### src/rtl/shift_pkg.sv
// Shared definitions for the shift scheduler: op and state encodings plus datapath widths.
package shift_pkg;
  localparam int DATA_W = 4;
  localparam int AMT_W  = 3;

  localparam logic [1:0] OP_SHL = 2'b00;
  localparam logic [1:0] OP_SHR = 2'b01;
  localparam logic [1:0] OP_ROL = 2'b10;
  localparam logic [1:0] OP_ROR = 2'b11;

  typedef enum logic [1:0] {
    ST_IDLE  = 2'd0,
    ST_PASS1 = 2'd1,
    ST_PASS2 = 2'd2,
    ST_RESP  = 2'd3
  } state_t;
endpackage

### src/rtl/barrel_shifter.sv
// Zero-filling logical shifter; dir 0 shifts left, 1 shifts right.
module barrel_shifter
  import shift_pkg::*;
(
  input  logic [DATA_W-1:0] data,
  input  logic [AMT_W-1:0]  amt,
  input  logic              dir,
  output logic [DATA_W-1:0] result
);

  // Amounts of a full word or more clear every bit.
  always_comb begin
    result = '0;
    if (amt < AMT_W'(DATA_W)) begin
      result = dir ? (data >> amt) : (data << amt);
    end
  end

endmodule

### src/rtl/rr_arbiter.sv
// Round-robin picker: searches from ptr+1 with wrap and returns a one-hot grant and its index.
module rr_arbiter #(
  parameter int NUM_REQ = 2,
  parameter int ID_W    = 1
) (
  input  logic [NUM_REQ-1:0] req,
  input  logic [ID_W-1:0]    ptr,
  output logic [NUM_REQ-1:0] grant,
  output logic [ID_W-1:0]    idx,
  output logic               found
);

  // Outer loop walks priority order, so the first hit is the nearest requester after ptr.
  always_comb begin
    grant = '0;
    idx   = '0;
    found = 1'b0;
    for (int i = 1; i <= NUM_REQ; i++) begin
      for (int j = 0; j < NUM_REQ; j++) begin
        if (!found && req[j] && (((int'(ptr) + i) % NUM_REQ) == j)) begin
          found    = 1'b1;
          grant[j] = 1'b1;
          idx      = ID_W'(j);
        end
      end
    end
  end

endmodule

### src/rtl/shift_scheduler.sv
// Time-shares one barrel shifter between NUM_REQ requesters; rotates take two passes OR-ed together.
module shift_scheduler
  import shift_pkg::*;
#(
  parameter int NUM_REQ = 2,
  parameter int ID_W    = 1
) (
  input  logic                      clk,
  input  logic                      rst,
  input  logic [NUM_REQ-1:0]        req_valid,
  output logic [NUM_REQ-1:0]        req_ready,
  input  logic [DATA_W*NUM_REQ-1:0] req_data,
  input  logic [AMT_W*NUM_REQ-1:0]  req_amt,
  input  logic [2*NUM_REQ-1:0]      req_op,
  output logic                      out_valid,
  input  logic                      out_ready,
  output logic [DATA_W-1:0]         out_data,
  output logic [ID_W-1:0]           out_id,
  output logic                      busy
);

  state_t              state, state_next;
  logic [ID_W-1:0]     rr_ptr, grant_idx, id_q;
  logic [NUM_REQ-1:0]  grant;
  logic                grant_found;
  logic [DATA_W-1:0]   data_q, acc, sh_out;
  logic [AMT_W-1:0]    amt_q, sh_amt;
  logic [1:0]          op_q, rot_amt;
  logic                sh_dir, is_rot;

  assign rot_amt  = amt_q[1:0];
  assign is_rot   = op_q[1];
  assign out_data = acc;
  assign out_id   = id_q;

  rr_arbiter #(.NUM_REQ(NUM_REQ), .ID_W(ID_W)) u_arb (
    .req   (req_valid),
    .ptr   (rr_ptr),
    .grant (grant),
    .idx   (grant_idx),
    .found (grant_found)
  );

  // Rotate = shift by r one way, then by 4-r the other way, OR-ed.
  always_comb begin
    sh_amt = amt_q;
    sh_dir = op_q[0];
    if (is_rot) begin
      if (state == ST_PASS2) begin
        sh_amt = 3'd4 - {1'b0, rot_amt};
        sh_dir = ~op_q[0];
      end else begin
        sh_amt = {1'b0, rot_amt};
      end
    end
  end

  barrel_shifter u_shift (
    .data   (data_q),
    .amt    (sh_amt),
    .dir    (sh_dir),
    .result (sh_out)
  );

  always_ff @(posedge clk) begin
    if (rst) state <= ST_IDLE;
    else     state <= state_next;
  end

  always_comb begin
    state_next = state;
    req_ready  = '0;
    out_valid  = 1'b0;
    busy       = (state != ST_IDLE);
    case (state)
      ST_IDLE: begin
        if (grant_found) begin
          req_ready  = grant;
          state_next = ST_PASS1;
        end
      end
      ST_PASS1: state_next = (is_rot && rot_amt != 2'd0) ? ST_PASS2 : ST_RESP;
      ST_PASS2: state_next = ST_RESP;
      ST_RESP: begin
        out_valid = 1'b1;
        if (out_ready) state_next = ST_IDLE;
      end
      default: state_next = ST_IDLE;
    endcase
  end

  // Operand capture on grant and accumulator updates per pass.
  always_ff @(posedge clk) begin
    if (rst) begin
      rr_ptr <= ID_W'(NUM_REQ - 1);
      data_q <= '0;
      amt_q  <= '0;
      op_q   <= '0;
      id_q   <= '0;
      acc    <= '0;
    end else begin
      case (state)
        ST_IDLE: begin
          if (grant_found) begin
            data_q <= req_data[grant_idx*DATA_W +: DATA_W];
            amt_q  <= req_amt[grant_idx*AMT_W +: AMT_W];
            op_q   <= req_op[grant_idx*2 +: 2];
            id_q   <= grant_idx;
            rr_ptr <= grant_idx;
          end
        end
        ST_PASS1: acc <= (is_rot && rot_amt == 2'd0) ? data_q : sh_out;
        ST_PASS2: acc <= acc | sh_out;
        default: ;
      endcase
    end
  end

endmodule

### config.mk
export PLATFORM = sky130hd
export DESIGN_NAME = shift_scheduler
export DESIGN_NICKNAME = d
export VERILOG_FILES = /design/src/rtl/shift_pkg.sv /design/src/rtl/barrel_shifter.sv /design/src/rtl/rr_arbiter.sv /design/src/rtl/shift_scheduler.sv
export SDC_FILE = /design/constraint.sdc
export NUM_CORES = 1
export LEC_CHECK = 0
export ABC_CLOCK_PERIOD_IN_PS = 3000
export CAP_MARGIN = 20
export CORE_UTILIZATION = 45
export DETAILED_ROUTE_END_ITERATION = 10
export GPL_TIMING_DRIVEN = 0
export PLACE_DENSITY = 0.85
export SLEW_MARGIN = 25
export SYNTH_ARGS = -nofsm -noshare
export SYNTH_HDL_FRONTEND = slang
export SYNTH_SLANG_ARGS = --single-unit
### constraint.sdc
create_clock -name clk -period 3 [get_ports clk]
set_clock_uncertainty 0.1 [all_clocks]
set_input_delay 0.6 -clock clk [delete_from_list [all_inputs] [get_ports clk]]
set_output_delay 0.6 -clock clk [all_outputs]
set_load 0.05 [all_outputs]
==> impl_metrics.toml <==
[sta]
tns_ps = 0
worst_pin_slew_ps = 507
finalMaxSlewViolations = 0
grt_setup_unrepaired = "false"
fin_crit_sh_pct = 94.3
setup_viol = 0
hold_viol_final = 0
finalCriticalPeriod_ps = 2830
fmax_mhz = 354
max_slew_margin_pct = 66.1

[layout]
final_net_count = 215
n_fill_cell = 237
antenna_cells = 0
layout-drive-gt1-share_pct = 9.19
post-route-util_pct = 63.1
area_growth_pct = 29.1

[place]
dp_hpwl_mm = 2.28
io_buffer_count = 30
place.gp.congestion = 0.935

[grt]
grt_overflow = 0
antenna_found_initial = 0
grt_pass1_vias = 1119
grt_max_degree = 11
grt_first_pass_wirelength_mm = 4.95
grt_util_all_layers_pct = 23.7

[detailed_routing]
ant_nets = 0
wire_per_inst_um = 13.4
drt-total-wl_mm = 2.88
first_pass_iters = 4
vias = 1214
drc = 0
drt_iter0_drc = 25
vias_per_cell = 5.65

[synth]
synth.avg_cell_area_um2 = 8.16
synth_area_leaders = "dfxtp_1 28%, mux2i_1 9.7%, nor2_1 7.3%, a211oi_1 6.7%, ha_1 6.1%"
yosysTopAreaCellShare_pct = 27.6
yosysTopAreaCell = "dfxtp_1"
synth_edf_count = 0
yosysWarnings = 0
ys_ff_latch = 17
netlist_area_um2 = 1230
synth_cell_types = 44
seq_area_frac_synth_pct = 27.6
ys_async_sr_fraction_pct = 0
ys.flop_type = "dfxtp_1"
synth.net_count = 180
syn_inst = 151

[cts]
numCtsBuffers = 3
cts_root_buffer = "clkbuf_4"
clockBufferDepth = 2
holdBufCountCts = 0
cts_tree = "built"
clkTransAtPathRegs_ps = 100
clk_latency_ps = 300
htreeDepth = 1
clock_sinks = 17
cts_setup_buffers = 0

[min_path]
hp-class = "register to register"
hold_start = "out_id$_SDFFE_PP0P_"
holdPathStages = 2
hold_path_end = "out_id$_SDFFE_PP0P_"

[worst_setup_path]
reg2reg_depth = 8
worstPathRequired_ps = 2300
slowest_stage = "clkdlybuf4s50_1"
cp.depth = 5
critical-path-top-delay-family = "buffers and inverters"
critPathMaxStageDelay_ps = 800
reg2reg_from = "amt_q[0]$_SDFFE_PP0P_"
rrSetupSlack_ps = 890
timing.rr.end = "out_data[3]$_SDFFE_PP0P_"
worst_setup_path_start_kind = "register"
crit_fanout = 7
cp_cell_sequence = "inv_1, ha_1, nand2_1, nor2_1, clkdlybuf4s50_1"
path_buf_inv = 2
criticalPathCategory = "register to primary output"
cp-end-kind = "primary output"
crit_arrival_ps = 2130

[floorplanning]
io_pins = 32
dieArea_um2 = 2950
core_um2 = 2520
die_h_um = 54.3
initial_core_util_pct = 48.9
die-width_um = 54.3
placementRows = 18

[power]
powerDensity_nw_per_um2 = 890
max-vdd-ir-drop_v = 0.000550
leakage_nw = 0.605

[job]
cap_violations = 0

[outcome]
status = "finished, final reports clean"
-- synth_stat cells (2+ instances only) --
| master | count |
|---|---|
| buf_2 | 5 |
| nor2_1 | 24 |
| nand2_1 | 8 |
| buf_6 | 2 |
| inv_1 | 6 |
| nor2b_1 | 5 |
| mux2i_1 | 12 |
| o21a_1 | 2 |
| nor3_1 | 3 |
| a21oi_1 | 4 |
| o211ai_1 | 3 |
| a31oi_1 | 3 |
| ha_1 | 6 |
| a211oi_1 | 11 |
| o21ai_0 | 2 |
| dfxtp_1 | 17 |
| a311oi_1 | 2 |
| nand2b_1 | 2 |
| clkbuf_1 | 3 |
| nand3_1 | 7 |
-- registers in the layout (all words and copies together) (netlist names) --
| name | flops |
|---|---|
| amt_q | 3 |
| data_q | 4 |
| op_q | 2 |
| out_data | 4 |
| out_id | 1 |
| rr_ptr | 1 |
| state | 2 |
-- metal layers --
layer	vias to the layer above	wire, µm	track usage (%)
li1	624	-	-
met4	0	61	12.4
met2	42	1360	38.2
met1	544	1320	30.2
met3	4	135	3.61
met5	-	0	0
-- placed cells by master, fill, tap and decap left out, types with 2 or more instances in the layout --
master and instances:
inv_1 6, nand2_1 8, nand3_1 7, nor3_1 3
o21ai_0 2, clkdlybuf4s50_1 29, o21a_1 2, nor2_1 24
clkbuf_4 3, dfxtp_1 17, a311oi_1 2, mux2i_1 12
nand2b_1 2, clkbuf_1 4, buf_2 5, a211oi_1 11
a21oi_1 4, a31oi_1 3, nor2b_1 5, ha_1 6
o211ai_1 3, buf_6 2
-- tightest hold or removal path: cells and delay by family (launching register included) --
| kind | cells | cell delay (ps) |
|---|---|---|
| flip-flops | 1 | 340 |
| AND/OR/NAND/NOR | 1 | 80 |
| AO/OA/AOI/OAI | 1 | 60 |
-- kinds of logic after synthesis --
kind of cell | count (synthesis) | share of synthesized area, %
buffers and inverters | 16 | 6.60
AO/OA/AOI/OAI | 40 | 24.3
AND/OR/NAND/NOR | 58 | 23.6
multiplexers | 14 | 11.9
flip-flops | 17 | 27.6
adder cells (fa/ha/maj) | 6 | 6.09
-- layout make-up --
| type | instances | area [µm²] | share of cell area (%) |
|---|---|---|---|
| Multi-Input combinational cell | 118 | 811 | 50.9 |
| Sequential cell | 17 | 340 | 21.4 |
| Timing Repair Buffer | 30 | 295 | 18.6 |
| Buffer | 10 | 58.8 | 3.69 |
| Tap cell | 30 | 37.5 | 2.36 |
| Clock buffer | 4 | 26.3 | 1.65 |
| Inverter | 6 | 22.5 | 1.42 |
-- timing repair --
action	CTS	global route
gates resized for setup	2	1
hold endpoints to repair	0	0
endpoints found under the setup margin	1	1
-- how the worst max path moves through the flow --
stage,end,startpoint
3_3_place_gp,req_ready[1],req_valid[1]
6_report,req_ready[0],state[0]$_SDFFE_PP0P_
5_1_grt,req_ready[0],state[0]$_SDFFE_PP0P_
2_1_floorplan,req_ready[1],req_valid[1]
4_1_cts,req_ready[1],req_valid[1]
3_5_place_dp,req_ready[1],req_valid[1]
-- power breakdown --
group	internal, mW	leakage [nW]	switching [mW]
logic	0.366	0.449	0.527
registers	0.307	0.141	0.0884
clock network	0.0519	0.0150	0.0760
total	0.725	0.605	0.692
-- through the flow --
| stage | instances | worst slack, ps | power (mW) | hold WS [ps] | area [µm²] |
|---|---|---|---|---|---|
| CTS | 215 | 4.39 | 1.42 | 424 | 1600 |
| global route | 215 | 56.5 | 1.54 | 449 | 1590 |
| global placement | 211 | -225 | 1.27 | 375 | 1570 |
| floorplan | 151 | 827 | 1.06 | 376 | 1230 |
| finish | 215 | 172 | 1.42 | 414 | 1590 |
| detailed placement | 211 | -292 | 1.29 | 401 | 1570 |
Power figures use the tool's default switching activity.
